==> src/rtl/num_calc_pkg.sv <==
// num_calc_pkg: opcodes and FSM state encoding shared by the num_calc blocks
package num_calc_pkg;

    localparam logic [2:0] OP_ADD = 3'd0;
    localparam logic [2:0] OP_SUB = 3'd1;
    localparam logic [2:0] OP_MUL = 3'd2;
    localparam logic [2:0] OP_DIV = 3'd3;
    localparam logic [2:0] OP_MOD = 3'd4;
    localparam logic [2:0] OP_AND = 3'd5;
    localparam logic [2:0] OP_OR  = 3'd6;
    localparam logic [2:0] OP_XOR = 3'd7;

    typedef enum logic [1:0] {
        ST_IDLE = 2'd0,
        ST_DIV  = 2'd1,
        ST_DONE = 2'd2
    } state_t;

endpackage

==> src/rtl/num_calc_div.sv <==
// num_calc_div: restoring divider, one quotient bit per cycle, MSB first
module num_calc_div #(
    parameter int WIDTH = 8
) (
    input  logic             clk,
    input  logic             rst_n,
    input  logic             start,
    input  logic [WIDTH-1:0] dividend,
    input  logic [WIDTH-1:0] divisor,
    output logic             busy,
    output logic             done,
    output logic [WIDTH-1:0] quotient,
    output logic [WIDTH-1:0] remainder
);
    localparam int CW = $clog2(WIDTH);

    logic [WIDTH-1:0] rem_q, quo_q, dvs_q, src_rem, src_quo, src_dvs, rem_d, quo_d;
    logic [WIDTH:0]   shifted, diff;
    logic [CW-1:0]    cnt_q;
    logic             busy_q, done_q;

    // One restoring step; the start cycle already resolves the first bit from the raw operands
    always_comb begin
        src_rem = start ? '0 : rem_q;
        src_quo = start ? dividend : quo_q;
        src_dvs = start ? divisor : dvs_q;
        shifted = {src_rem, src_quo[WIDTH-1]};
        diff    = shifted - {1'b0, src_dvs};
        rem_d   = diff[WIDTH] ? shifted[WIDTH-1:0] : diff[WIDTH-1:0];
        quo_d   = {src_quo[WIDTH-2:0], ~diff[WIDTH]};
    end

    // Iteration state; done is raised by the last of the WIDTH steps
    always_ff @(posedge clk or negedge rst_n) begin
        if (!rst_n) begin
            rem_q  <= '0;
            quo_q  <= '0;
            dvs_q  <= '0;
            cnt_q  <= '0;
            busy_q <= 1'b0;
            done_q <= 1'b0;
        end else if (start) begin
            rem_q  <= rem_d;
            quo_q  <= quo_d;
            dvs_q  <= divisor;
            cnt_q  <= CW'(WIDTH - 1);
            busy_q <= 1'b1;
            done_q <= 1'b0;
        end else if (busy_q) begin
            rem_q  <= rem_d;
            quo_q  <= quo_d;
            cnt_q  <= cnt_q - 1'b1;
            busy_q <= cnt_q != CW'(1);
            done_q <= cnt_q == CW'(1);
        end else begin
            done_q <= 1'b0;
        end
    end

    assign busy      = busy_q;
    assign done      = done_q;
    assign quotient  = quo_q;
    assign remainder = rem_q;

endmodule

==> src/rtl/num_calc_seq.sv <==
// num_calc_seq: sequential arithmetic unit with valid/ready handshake and iterative div/mod
module num_calc_seq
    import num_calc_pkg::*;
#(
    parameter int WIDTH = 8
) (
    input  logic               clk,
    input  logic               rst_n,
    input  logic               in_valid,
    output logic               in_ready,
    input  logic [WIDTH-1:0]   a,
    input  logic [WIDTH-1:0]   b,
    input  logic [2:0]         op,
    output logic               out_valid,
    input  logic               out_ready,
    output logic [2*WIDTH-1:0] result,
    output logic               dz
);
    state_t               state_q, state_d;
    logic                 rdy_q, is_mod_q, dz_q, dz_d;
    logic [2*WIDTH-1:0]   result_q, result_d, alu_res, ax, bx;
    logic                 accept, is_div_op, div_start, div_busy, div_done;
    logic [WIDTH-1:0]     quo, rem;

    assign ax        = {{WIDTH{1'b0}}, a};
    assign bx        = {{WIDTH{1'b0}}, b};
    assign accept    = in_valid && in_ready;
    assign is_div_op = (op == OP_DIV) || (op == OP_MOD);
    assign div_start = accept && is_div_op && (b != '0);

    num_calc_div #(.WIDTH(WIDTH)) u_div (
        .clk      (clk),
        .rst_n    (rst_n),
        .start    (div_start),
        .dividend (a),
        .divisor  (b),
        .busy     (div_busy),
        .done     (div_done),
        .quotient (quo),
        .remainder(rem)
    );

    // Single-cycle results; DIV/MOD entries only matter for the divide-by-zero bypass
    always_comb begin
        alu_res = '0;
        case (op)
            OP_ADD:  alu_res = ax + bx;
            OP_SUB:  alu_res = {{(WIDTH-1){1'b0}}, a < b, a - b};
            OP_MUL:  alu_res = ax * bx;
            OP_DIV:  alu_res = {{WIDTH{1'b0}}, {WIDTH{1'b1}}};
            OP_MOD:  alu_res = ax;
            OP_AND:  alu_res = ax & bx;
            OP_OR:   alu_res = ax | bx;
            OP_XOR:  alu_res = ax ^ bx;
            default: alu_res = '0;
        endcase
    end

    // State register; rdy_q keeps in_ready low until the first clock after reset
    always_ff @(posedge clk or negedge rst_n) begin
        if (!rst_n) begin
            state_q <= ST_IDLE;
            rdy_q   <= 1'b0;
        end else begin
            state_q <= state_d;
            rdy_q   <= 1'b1;
        end
    end

    // Next-state logic
    always_comb begin
        state_d = state_q;
        case (state_q)
            ST_IDLE: if (accept) state_d = div_start ? ST_DIV : ST_DONE;
            ST_DIV:  if (div_done) state_d = ST_DONE;
            ST_DONE: if (out_ready) state_d = ST_IDLE;
            default: state_d = ST_IDLE;
        endcase
    end

    // Outputs decoded from state only, so no input reaches a handshake output combinationally
    always_comb begin
        in_ready  = rdy_q && (state_q == ST_IDLE) && !div_busy;
        out_valid = state_q == ST_DONE;
    end

    // Result capture: immediate ops at acceptance, divider output when it finishes
    always_comb begin
        result_d = result_q;
        dz_d     = dz_q;
        if (accept && !div_start) begin
            result_d = alu_res;
            dz_d     = is_div_op;
        end else if (state_q == ST_DIV && div_done) begin
            result_d = {{WIDTH{1'b0}}, is_mod_q ? rem : quo};
            dz_d     = 1'b0;
        end
    end

    // Result registers, held stable through DONE
    always_ff @(posedge clk or negedge rst_n) begin
        if (!rst_n) begin
            result_q <= '0;
            dz_q     <= 1'b0;
            is_mod_q <= 1'b0;
        end else begin
            result_q <= result_d;
            dz_q     <= dz_d;
            is_mod_q <= accept ? (op == OP_MOD) : is_mod_q;
        end
    end

    assign result = result_q;
    assign dz     = dz_q;

endmodule

==> config.mk <==
export PLATFORM = sky130hd
export DESIGN_NAME = num_calc_seq
export DESIGN_NICKNAME = d
export VERILOG_FILES = /design/src/rtl/num_calc_pkg.sv /design/src/rtl/num_calc_div.sv /design/src/rtl/num_calc_seq.sv
export SDC_FILE = /design/constraint.sdc
export NUM_CORES = 1
export LEC_CHECK = 0
export CORE_MARGIN = 5
export CORE_UTILIZATION = 55
export DETAILED_ROUTE_END_ITERATION = 8
export DONT_BUFFER_PORTS = 1
export MAX_ROUTING_LAYER = met4
export PLACE_DENSITY = 0.7
export SLEW_MARGIN = 10
export SYNTH_ARGS = -nofsm -noshare
export SYNTH_HDL_FRONTEND = slang
export SYNTH_SLANG_ARGS = --single-unit
==> constraint.sdc <==
create_clock -name clk -period 10.2 [get_ports clk]
set_clock_uncertainty 0.1 [all_clocks]
set_input_delay 1.53 -clock clk [delete_from_list [all_inputs] [get_ports clk]]
set_output_delay 1.53 -clock clk [all_outputs]
set_load 0.02 [all_outputs]
# [Word level (Yosys, flattened, before mapping)]
# Cells that the tools add are included.
[word_totals] register_bits=50 inputBits=23 output_inout_bits=19 wordCells=76
[op_classes] add_sub_neg=4 mul=1 n_lt_le_gt_ge=1 n_eq_ne=14 mux=25 bitwise=4 n_reduce_logical=16
[ops] cell="16-bit one-hot mux with 8 select lines" count=1
[ops] cell="8-bit two-way mux" count=9
[ops] cell="16-bit two-way mux" count=2
[ops] cell="8-bit by 8-bit multiplier with 16-bit output" count=1
[ops] cell="3-bit == test (second input constant)" count=4
[ops] cell="8-bit by 8-bit adder with 9-bit output" count=1
[ops] cell="9-bit by 8-bit subtractor with 9-bit output" count=1
[ops] cell="8-bit AND" count=1
[ops] cell="8-bit < comparator" count=1
[ops] cell="2-bit two-way mux" count=4
[ops] cell="8-bit bitwise OR" count=1
[ops] cell="8-bit nonzero test" count=1
[ops] cell="8-bit subtractor" count=1
[ops] cell="8-bit bitwise XOR" count=1
[ops] cell="1-bit logical AND" count=7
[ops] cell="3-bit by 1-bit == test with 1-bit output (second input constant)" count=2
[ops] cell="3-bit by 2-bit == test with 1-bit output (second input constant)" count=2
[ops] cell="1-bit two-way mux" count=6
[ops] cell="3-bit two-way mux" count=2
[ops] cell="2-bit one-hot mux with 3 select lines" count=1
[ops] cell="2-bit by 1-bit inequality test with 1-bit output (second input constant)" count=2
[ops] cell="2-bit nonzero test" count=2
[ops] cell="3-bit zero test" count=1
[ops] cell="3-bit by 1-bit inequality test with 1-bit output (second input constant)" count=1
[ops] cell="9 further kinds" count=10

# [Depth between registers and ports, before layout]
# Gate-level depths: netlist (run 1).
[depth] depth_word=11 ltp_mapped=18 ltp_nobuf=18

# [Hierarchy]
# Synthesis (run 1) repeated with hierarchy kept, for this count alone.
[hier_totals] cells_unflattened=695 area_unflattened_um2=6052.1
[modules_own_cells] module="num_calc_seq" n_inst=1 cells_each=527 area_each_um2=4336.7 seq_area_each_um2=525.5
[modules_own_cells] module="num_calc_div" n_inst=1 cells_each=168 area_each_um2=1715.4 seq_area_each_um2=725.7

# [Worst setup path before layout (run 1)]
# Ideal clock, no wire load.
[synth_path] kind="input-to-reg" start="input a[1]" end="register result_q[15], in the netlist result[15]" setup_time_ns=0.121 arrival_ns=5.216 required_time_ns=9.979 setup_slack_ns=4.763 stages=14 path_buffers=0 path_cell_list="clkinv_1 -> nor2_1 -> fa_1 -> fa_1 -> fa_1 -> inv_1 -> fa_1 -> inv_1 -> ha_1 -> o32a_1 -> nand2_1 -> o21ai_0 -> xnor2_1 -> a22o_1"
[synth_between] elab_chain_len=3
[synth_lines] element="start: declaration" line="num_calc_seq.sv:11" source="input logic [WIDTH-1:0] a,"
[synth_lines] element="8-bit by 8-bit multiplier with 16-bit output" line="num_calc_seq.sv:49" source="OP_MUL: alu_res = ax * bx;"
[synth_lines] element="16-bit one-hot mux with 8 select lines" line="num_calc_seq.sv:46" source="case (op)"
[synth_lines] element="16-bit two-way mux" line="num_calc_seq.sv:91" source="if (accept && !div_start) begin"
[synth_lines] element="end signal: assignment" line="num_calc_seq.sv:107" source="result_q <= result_d;"
[synth_lines] element="end: declaration" line="num_calc_seq.sv:21" source="logic [2*WIDTH-1:0] result_q, result_d, alu_res, ax, bx;"
# Every way passes these cells.
# A chain may end at the register's enable or synchronous reset.

# [Final worst setup path (run 1)]
[layout_path] start="input a[3]" end="register result_q[15], in the netlist result[15]"
# The elaborated chain is that of the path after synthesis.

==> summary.txt, run 1 <==
Routing
  – Avg WL per Cell: 18.5 um
  – Total wire length: 14,800 um
  – First drt pass iteration count: 5
  – Detail Route Antenna Nets: 0
  – DR DRC count: 0
  – Detail-routed via count per cell: 6.05
  – DRT iter0 DRCs: 362
  – Vias: 4,832

Power and ir drop
  – Maximum vdd drop: 0.000209 V
  – Leak pwr: 2.90 nW
  – P per Cell Area: 235 mW/mm^2

CTS
  – Max H-tree Level: 2
  – CTS tree: yes
  – Clk sink count: 50
  – Hold Buf Count CTS: 0
  – Clk slew on worst S/H paths: 90 ps
  – Worst skew pair latency: 310 ps
  – Total CTS buffers: 5
  – Root Buffer Master: clkbuf_8
  – Setup Fix Bufs, Post-CTS: 0
  – Max Root-Sink Buffers: 2
  – Post-CTS resize count: 0

Global routing
  – Grt total ovfl: 0
  – Pin count of the biggest net entering global routing: 51
  – Initial antenna violation count: 0
  – First-pass GRT wire length: 24,900 um
  – All-layer global routing usage: 24.7%
  – Vias in the first global route: 4,914

Floorplanning
  – Die Wd: 113 um
  – Core ar.: 0.0103 sq mm
  – Starting Density: 56.4%
  – Cell Rows: 37
  – Die Span Y: 113 um
  – DIE AREA: 0.0127 sq mm
  – I/O Pins: 42

Yosys
  – Mean area per synthesized cell: 8.56 sq um
  – Mapped Area: 0.00582 sq mm
  – Yosys reg bits: 50
  – Post-synth cell types: 63
  – FFs w/ async S/R, synth: 100%
  – Number of synthesized flops with an enable pin: 0
  – Register area share after synthesis: 21.5%
  – Synth Instances: 680
  – Syn Nets: 812
  – Ys flop type: dfrtp_1
  – YS warnings: 0

Layout
  – Finished Layout Cells: 799
  – Area growth, synth to finish: 2.69%
  – Finished Core Util: 57.9%
  – Antenna Cells: 0
  – Final #Nets: 794
  – Commonest non-fill, non-tap cell in the layout: nor2_1
  – Most frequent cells in the layout: nor2_1 (89), inv_1 (81), ha_1 (70)
  – Layout cell share with drive strength beyond 1: 3.62%

Timing
  – Endpoints failing setup: 0
  – Worst Tran Pin Value: 1120 ps
  – Final Max Tran Viols: 0
  – Final min period: 5490 ps
  – Slew margin rel.: 24.8%
  – Total negative setup slack: 0 ps
  – Final period util: 53.8%
  – Final hold vios: 0
  – Fmax: 182 MHz
  – RSZ-0062 raised after global routing: false

Status
  – Status: completed

Worst setup path
  – Crit path DAT: 5590 ps
  – Worst EP required: 10,300 ps
  – Critical Path Sink Type: register
  – CP Class: input pin to register
  – CP Max Fanout: 8
  – CP Launch Type: input pin
  – FF-to-FF setup slack: 4750 ps

Placed design
  – DP Wirelength: 11,700 um
  – Final Wtd Congestion: 1.03
  – PortBufs: 0
  – Placed Cells: 791

Worst hold path
  – HP Class: register to register

Flow run
  – Max Cap Viol: 0
stage by stage:
step	hold WS [ps]	instance area, sq um	setup WS (ps)	total power, mW
floorplan	340	5820	4760	1.09
global placement	356	5890	4450	1.25
detailed placement	368	5890	4400	1.28
CTS	389	5980	4720	1.41
global route	414	5980	4350	1.54
finish	383	5980	4710	1.40
area by class of cell:
| class | count | area (sq um) |
|---|---|---|
| Clock buffer | 5 | 68.8 |
| Sequential cell | 50 | 1250 |
| Fill cell | 948 | 4350 |
| Inverter | 93 | 349 |
| Tap cell | 136 | 170 |
| Multi-Input combinational cell | 512 | 4120 |
| Clock inverter | 3 | 21.3 |
logic make-up (layout without fill, tap and decap cells):
| kind of cell | after synthesis | in the layout | synth area share, % |
|---|---|---|---|
| AOI/OAI and AO/OA | 161 | 161 | 18.3 |
| xor gates and xnor gates | 28 | 28 | 4.53 |
| adders and majority gates | 109 | 109 | 28.5 |
| buffers and inverters | 118 | 101 | 7.78 |
| DFF | 50 | 50 | 21.5 |
| muxes | 18 | 18 | 4.00 |
| other | 1 | 1 | 0.0644 |
| and+or+nand+nor | 195 | 195 | 15.4 |
worst paths after layout:
kind	startpoint	to	cells after the start
max	a[3]	result[15]	15
min	u_div.dvs_q[6]	u_div.dvs_q[6]	2
max reg2reg	u_div.busy	u_div.remainder[0]	14
min reg2reg	u_div.dvs_q[6]	u_div.dvs_q[6]	2
max in group asynchronous	rst_n	result[9]	0
min in group asynchronous	rst_n	u_div.quotient[3]	0
synth_stat cells, types with 3 or more instances:
cell       n  area, sq um
a21oi_1   46          230
a22oi_1    3         22.5
xnor2_1   18          158
mux4_2     4         90.1
inv_1     81          304
fa_1      39          781
nor3b_1    4         30.0
a31oi_1    6         37.5
nand3_1   14         70.1
or2_2      3         18.8
a211oi_1   5         37.5
o21ai_0   29          145
a221oi_1   3         26.3
o22ai_1    5         31.3
clkinv_1  12         45.0
ha_1      70          876
and2_1     6         37.5
nand4_1    3         18.8
xor2_1     9         78.8
nand2b_1  10         62.6
o21bai_1   7         52.6
clkbuf_1  20         75.1
o21a_1     4         30.0
nand2_1   40          150
nor2_1    89          334
o211ai_1   4         30.0
nor3_1    10         50.1
dfrtp_1   50         1250
nor2b_1    7         43.8
a221o_1    8         80.1
a21o_1    11         82.6
mux2i_1   12          120
a22o_1     8         70.1
routing by layer:
layer  GRT usage (%)  wire (um)  part of all wire (%)
met5               -          0                     0
met1            32.4       6460                    44
met4            6.97        424                   2.9
met3            5.03       1090                   7.4
met2            39.1       6800                    46
worst max-delay path, stage by stage:
cell and delay (ps):
clkinv_1 280, nor2_1 250, fa_1 470, fa_1 540, fa_1 560, inv_1 60
fa_1 540, inv_1 40, ha_1 230, a21o_1 180, o32a_1 310, nand2_1 110
o21ai_0 120, xnor2_1 140, a22o_1 230
power by group:
part	leakage (nW)	switching [mW]	internal, mW
Sequential	0.634	0.120	0.281
Combinational	2.22	0.500	0.384
Clock	0.0441	0.0704	0.0484
sequential cells by signal (all words and copies together), names as in the netlist:
register         count
dz                   1
u_div.remainder      8
u_div.quotient       8
u_div.dvs_q          8
rdy_q                1
u_div.busy           1
u_div.done           1
u_div.cnt_q          3
state_q              2
is_mod_q             1
result              16
Note: power is estimated with default switching activity, not from simulation.
==> inputs of run 2 (changes only) <==
- PLACE_DENSITY: 0.7 -> 0.73
- clock period: 10.2 -> 4.75 ns (I/O delays scaled with it)
==> run 2 against run 1 <==
  * Non-clock buffer count rose by 30
  * Clock power rose by 120%
  * Sequential cell count unchanged
  * Via count increased by 2.7%
  * Cell area is 4.1% higher
  * Worst hold slack got worse by 250 ps
  * Power grew 120%
  * Largest power group unchanged
  * Utilization increased by 2.4 points
==> summary.txt, run 2 (synthesized netlist as in run 1, its figures left out) <==
Status
  – Status: completed

Global routing
  – Met3 Use GR: 4.92%
  – Grt met1 use: 34.9%
  – Grt total ovfl: 0
  – GRT busiest layer: met2
  – First-pass GRT wire length: 26,700 um
  – GRT met2 Usage: 41.8%
  – Pin count of the biggest net entering global routing: 51
  – Vias in the first global route: 5,298
  – All-layer global routing usage: 26.6%
  – Initial antenna violation count: 0

CTS
  – CTS tree: yes
  – Clk sink count: 50
  – Total CTS buffers: 5
  – Root Buffer Master: clkbuf_8
  – Max Root-Sink Buffers: 2
  – Post-CTS resize count: 0
  – Clk slew on worst S/H paths: 100 ps
  – Setup Fix Bufs, Post-CTS: 0
  – Worst skew pair latency: 310 ps
  – Max H-tree Level: 2

Floorplanning
  – Die Span Y: 113 um
  – DIE AREA: 0.0127 sq mm
  – Starting Density: 56.4%
  – I/O Pins: 42
  – Core ar.: 0.0103 sq mm
  – Die Wd: 113 um
  – Cell Rows: 37

Timing
  – Final hold vios: 0
  – Final period util: 93.0%
  – RSZ-0062 raised after global routing: false
  – Total negative setup slack: 0 ps
  – Worst Tran Pin Value: 1140 ps
  – Fmax: 226 MHz
  – Endpoints failing setup: 0
  – Slew margin rel.: 23.7%
  – Final Max Tran Viols: 0
  – Final min period: 4420 ps

Flow run
  – Max Cap Viol: 0

Worst setup path
  – Critical Path Sink Type: register
  – CP Max Fanout: 5
  – Worst EP required: 4860 ps
  – RR Startpoint: state_q[0]
  – Crit path from: a[2]
  – CP Launch Type: input pin
  – CP Class: input pin to register
  – Crit path DAT: 4530 ps

Routing
  – Detail-routed via count per cell: 5.99
  – Avg WL per Cell: 19.0 um
  – Total wire length: 15,700 um
  – DRT iter0 DRCs: 355
  – DR DRC count: 0
  – Detail Route Antenna Nets: 0
  – Vias: 4,962
  – First drt pass iteration count: 5

Placed design
  – Placed Cells: 820
  – PortBufs: 0
  – DP Wirelength: 12,500 um
  – Final Wtd Congestion: 0.967

Layout
  – Max reg flops: 16
  – Final #Nets: 824
  – Filler cells: 925
  – Antenna Cells: 0
  – Most frequent cells in the layout: nor2_1 (89), inv_1 (81), ha_1 (70)
  – Layout cell share with drive strength beyond 1: 7.79%
  – Area growth, synth to finish: 6.90%
  – Commonest non-fill, non-tap cell in the layout: nor2_1
  – Finished Layout Cells: 829

Power and ir drop
  – P per Cell Area: 498 mW/mm^2
  – Total power: 3.10 mW
  – Leak pwr: 3.05 nW
  – Maximum vdd drop: 0.000336 V

Worst hold path
  – HP Class: input pin to asynchronous set/reset pin
-- run 2: critical path, cell delays in order --
cell,delay (ps)
clkinv_1,120
buf_4,210
nor2_1,150
fa_1,460
ha_1,330
ha_1,300
inv_1,60
fa_1,530
inv_1,50
ha_1,320
a21oi_1,380
o21ai_0,220
a211oi_1,260
o21bai_1,100
xor2_1,140
a22o_1,180
-- run 2: where the power goes --
group	total (mW)	switching [mW]	internal [mW]
Combinational	2.00	1.12	0.884
Clock	0.259	0.155	0.104
Sequential	0.836	0.233	0.604
-- run 2: layer usage --
| layer | vias up | share of wire (%) |
|---|---|---|
| met5 | - | 0 |
| met1 | 2429 | 44 |
| met4 | 0 | 3.1 |
| met2 | 170 | 46 |
| li1 | 2325 | - |
| met3 | 38 | 6.7 |
-- run 2: area by class of cell --
class                   count  area [sq um]  area share (%)
clock buffers               5          68.8            1.11
flip-flops and latches     50          1250            20.1
well taps                 136           170            2.73
clock inverters             3          21.3           0.342
repair buffers             30           245            3.94
inverters                  93           349            5.61
multi-input cells         512          4120            66.2
-- run 2: final timing paths --
kind | cells past startpoint | end | slack [ps]
setup / recovery | 16 | result[12] | 330
hold / removal | 1 | rdy_q | 130
setup reg to reg | 16 | u_div.remainder[0] | 570
hold reg to reg | 1 | u_div.done | 380
max in group asynchronous | 1 | result[6] | 4180
min in group clk | 1 | u_div.done | 380
-- run 2: timing repair --
item | in CTS | in global routing
endpoints found under the setup margin | 0 | 0
hold buffers | 1 | 0
endpoints found under the hold margin | 50 | 0
-- run 2: per-stage QoR --
stage               cell area [sq um]  util [%]  hold slack [ps]  setup WS, ps
floorplan                        5820         -              317           131
global placement                 6110      59.1              318          95.1
detailed placement               6110      59.1              318          55.8
CTS                              6220      60.3              150           390
global route                     6220      60.3              139          62.3
finish                           6220      60.3              131           331
==> inputs of run 3 (changes only) <==
- REMOVE_ABC_BUFFERS: default -> 1
==> run 3 against run 2 <==
  * Maximum frequency is 0.36% lower
  * Clock power is 3% higher
  * Setup slack worse by 16 ps
  * Sequential cell count stayed put
  * Highest routed layer unchanged
  * Largest cell class unchanged
  * Sequential power is 0.7% lower
  * Critical endpoint unchanged
  * Routed wire length fell by 0.85%
  * Worst hold slack lost 5.6 ps
==> summary.txt, run 3 (synthesized netlist as in run 1, its figures left out) <==
Floorplanning
  – Die Wd: 113 um
  – Die Span Y: 113 um
  – Core ar.: 0.0103 sq mm
  – Starting Density: 56.4%
  – I/O Pins: 42
  – Cell Rows: 37
  – DIE AREA: 0.0127 sq mm

Flow run
  – Max Cap Viol: 0

Routing
  – First drt pass iteration count: 5
  – Detail Route Antenna Nets: 0
  – Total wire length: 15,600 um
  – DR DRC count: 0
  – Avg WL per Cell: 18.8 um
  – Detail-routed via count per cell: 6.01
  – Vias: 4,986
  – DRT iter0 DRCs: 406

Placed design
  – Placed Cells: 820
  – Final Wtd Congestion: 0.964
  – PortBufs: 0
  – DP Wirelength: 12,300 um
  – Pre-CTS WS: -2.28 ps
  – Placed Area: 0.00612 sq mm

Timing
  – Fmax: 225 MHz
  – RSZ-0062 raised after global routing: false
  – Worst setup margin: 315 ps
  – Final Max Tran Viols: 0
  – Slew margin rel.: 29.0%
  – Endpoints failing setup: 0
  – Final min period: 4440 ps
  – Worst Tran Pin Value: 1060 ps
  – Final period util: 93.4%
  – Final hold vios: 0

Global routing
  – First-pass GRT wire length: 26,500 um
  – Initial antenna violation count: 0
  – Grt total ovfl: 0
  – Vias in the first global route: 5,151
  – Pin count of the biggest net entering global routing: 51
  – All-layer global routing usage: 26.3%

CTS
  – Clk sink count: 50
  – CTS tree: yes
  – Setup Fix Bufs, Post-CTS: 0
  – Clk slew on worst S/H paths: 110 ps
  – Total CTS buffers: 5
  – Max H-tree Level: 2
  – Root Buffer Master: clkbuf_8
  – Max Root-Sink Buffers: 2
  – Worst skew pair latency: 320 ps

Power and ir drop
  – P per Cell Area: 500 mW/mm^2
  – Maximum vdd drop: 0.000363 V
  – Total power: 3.12 mW
  – Leak pwr: 3.06 nW

Layout
  – Antenna Cells: 0
  – Finished Layout Cells: 829
  – Max reg flops: 16
  – Commonest non-fill, non-tap cell in the layout: nor2_1
  – Finished layout cell area: 0.00624 sq mm
  – Layout cell share with drive strength beyond 1: 7.79%
  – Area growth, synth to finish: 7.24%
  – Final #Nets: 824
  – Most frequent cells in the layout: nor2_1 (89), inv_1 (81), ha_1 (70)
  – Finished Core Util: 60.5%

Worst setup path
  – CP Launch Type: input pin
  – Crit path DAT: 4540 ps
  – CP Max Fanout: 6
  – Crit-path cells: clkinv_1 > buf_4 > nor2_1 > fa_1 > fa_1 > fa_1 > inv_1 > fa_1 > inv_1 > ha_1 > o21a_1 > o21a_1 > a211oi_1 > o21bai_1 > xor2_1 > a22o_1
  – CP Class: input pin to register
  – Critical path's most frequent cell: fa_1
  – CP max-delay cell: fa_1
  – Critical Path Sink Type: register
  – R2R cell count: 15
  – Worst EP required: 4860 ps
  – Crit path largest cell delay: 540 ps

Status
  – Status: completed

Worst hold path
  – HP Class: input pin to asynchronous set/reset pin
[run 3: cell types whose count changed in the layout (fill, tap and decap cells not counted)]
cell and change:
buf_12 +1, buf_4 -1, clkinv_2 -1, clkinv_4 +1, clkinvlp_4 -1, inv_8 +1
[run 3: report_power, final]
group	total [mW]	leakage, nW	internal (mW)	switching, mW
clock network	0.268	0.0502	0.109	0.159
registers	0.830	0.634	0.604	0.227
logic	2.03	2.38	0.915	1.11
total	3.12	3.06	1.63	1.50
[run 3: worst paths after layout]
kind	startpoint	to	slack (ps)
setup reg to reg	state_q[0]	u_div.remainder[0]	660
min in group clk	u_div.cnt_q[2]	u_div.done	390
hold reg to reg	u_div.cnt_q[2]	u_div.done	390
hold / removal	rst_n	u_div.busy	130
max in group asynchronous	rst_n	u_div.remainder[7]	4180
setup / recovery	a[2]	result[12]	310
[run 3: per-stage QoR]
stage,setup TNS (ps),hold WS (ps)
2_1_floorplan,0,317
3_3_place_gp,0,319
3_5_place_dp,-2.28,319
4_1_cts,0,133
5_1_grt,0,125
6_report,0,126
[run 3: timing repair]
action	in CTS	in global routing
resized for setup	0	0
hold endpoints to repair	50	0
hold buffers	1	0
[run 3: critical path, delay by kind of cell]
kind	cells	cell delay, ps
AND/OR/NAND/NOR	1	80
buffers and inverters	4	340
adder cells (fa/ha/maj)	5	2350
AO/OA/AOI/OAI	5	900
XOR/XNOR	1	140
[run 3: area by class of cell]
cell class / count / area [sq um]
multi-input combinational: 512 / 4120
fill: 955 / 4080
sequential: 50 / 1250
inverter: 93 / 349
timing repair buffer: 30 / 258
tap: 136 / 170
clock buffer: 5 / 68.8
clock inverter: 3 / 28.8
[run 3: metal layers]
metal | GRT usage [%] | up-vias | share of wire, %
met5 | - | - | 0
met1 | 34.8 | 2408 | 43
met3 | 5.45 | 50 | 7.7
met4 | 8.57 | 0 | 3.6
li1 | - | 2335 | -
met2 | 40.5 | 193 | 46
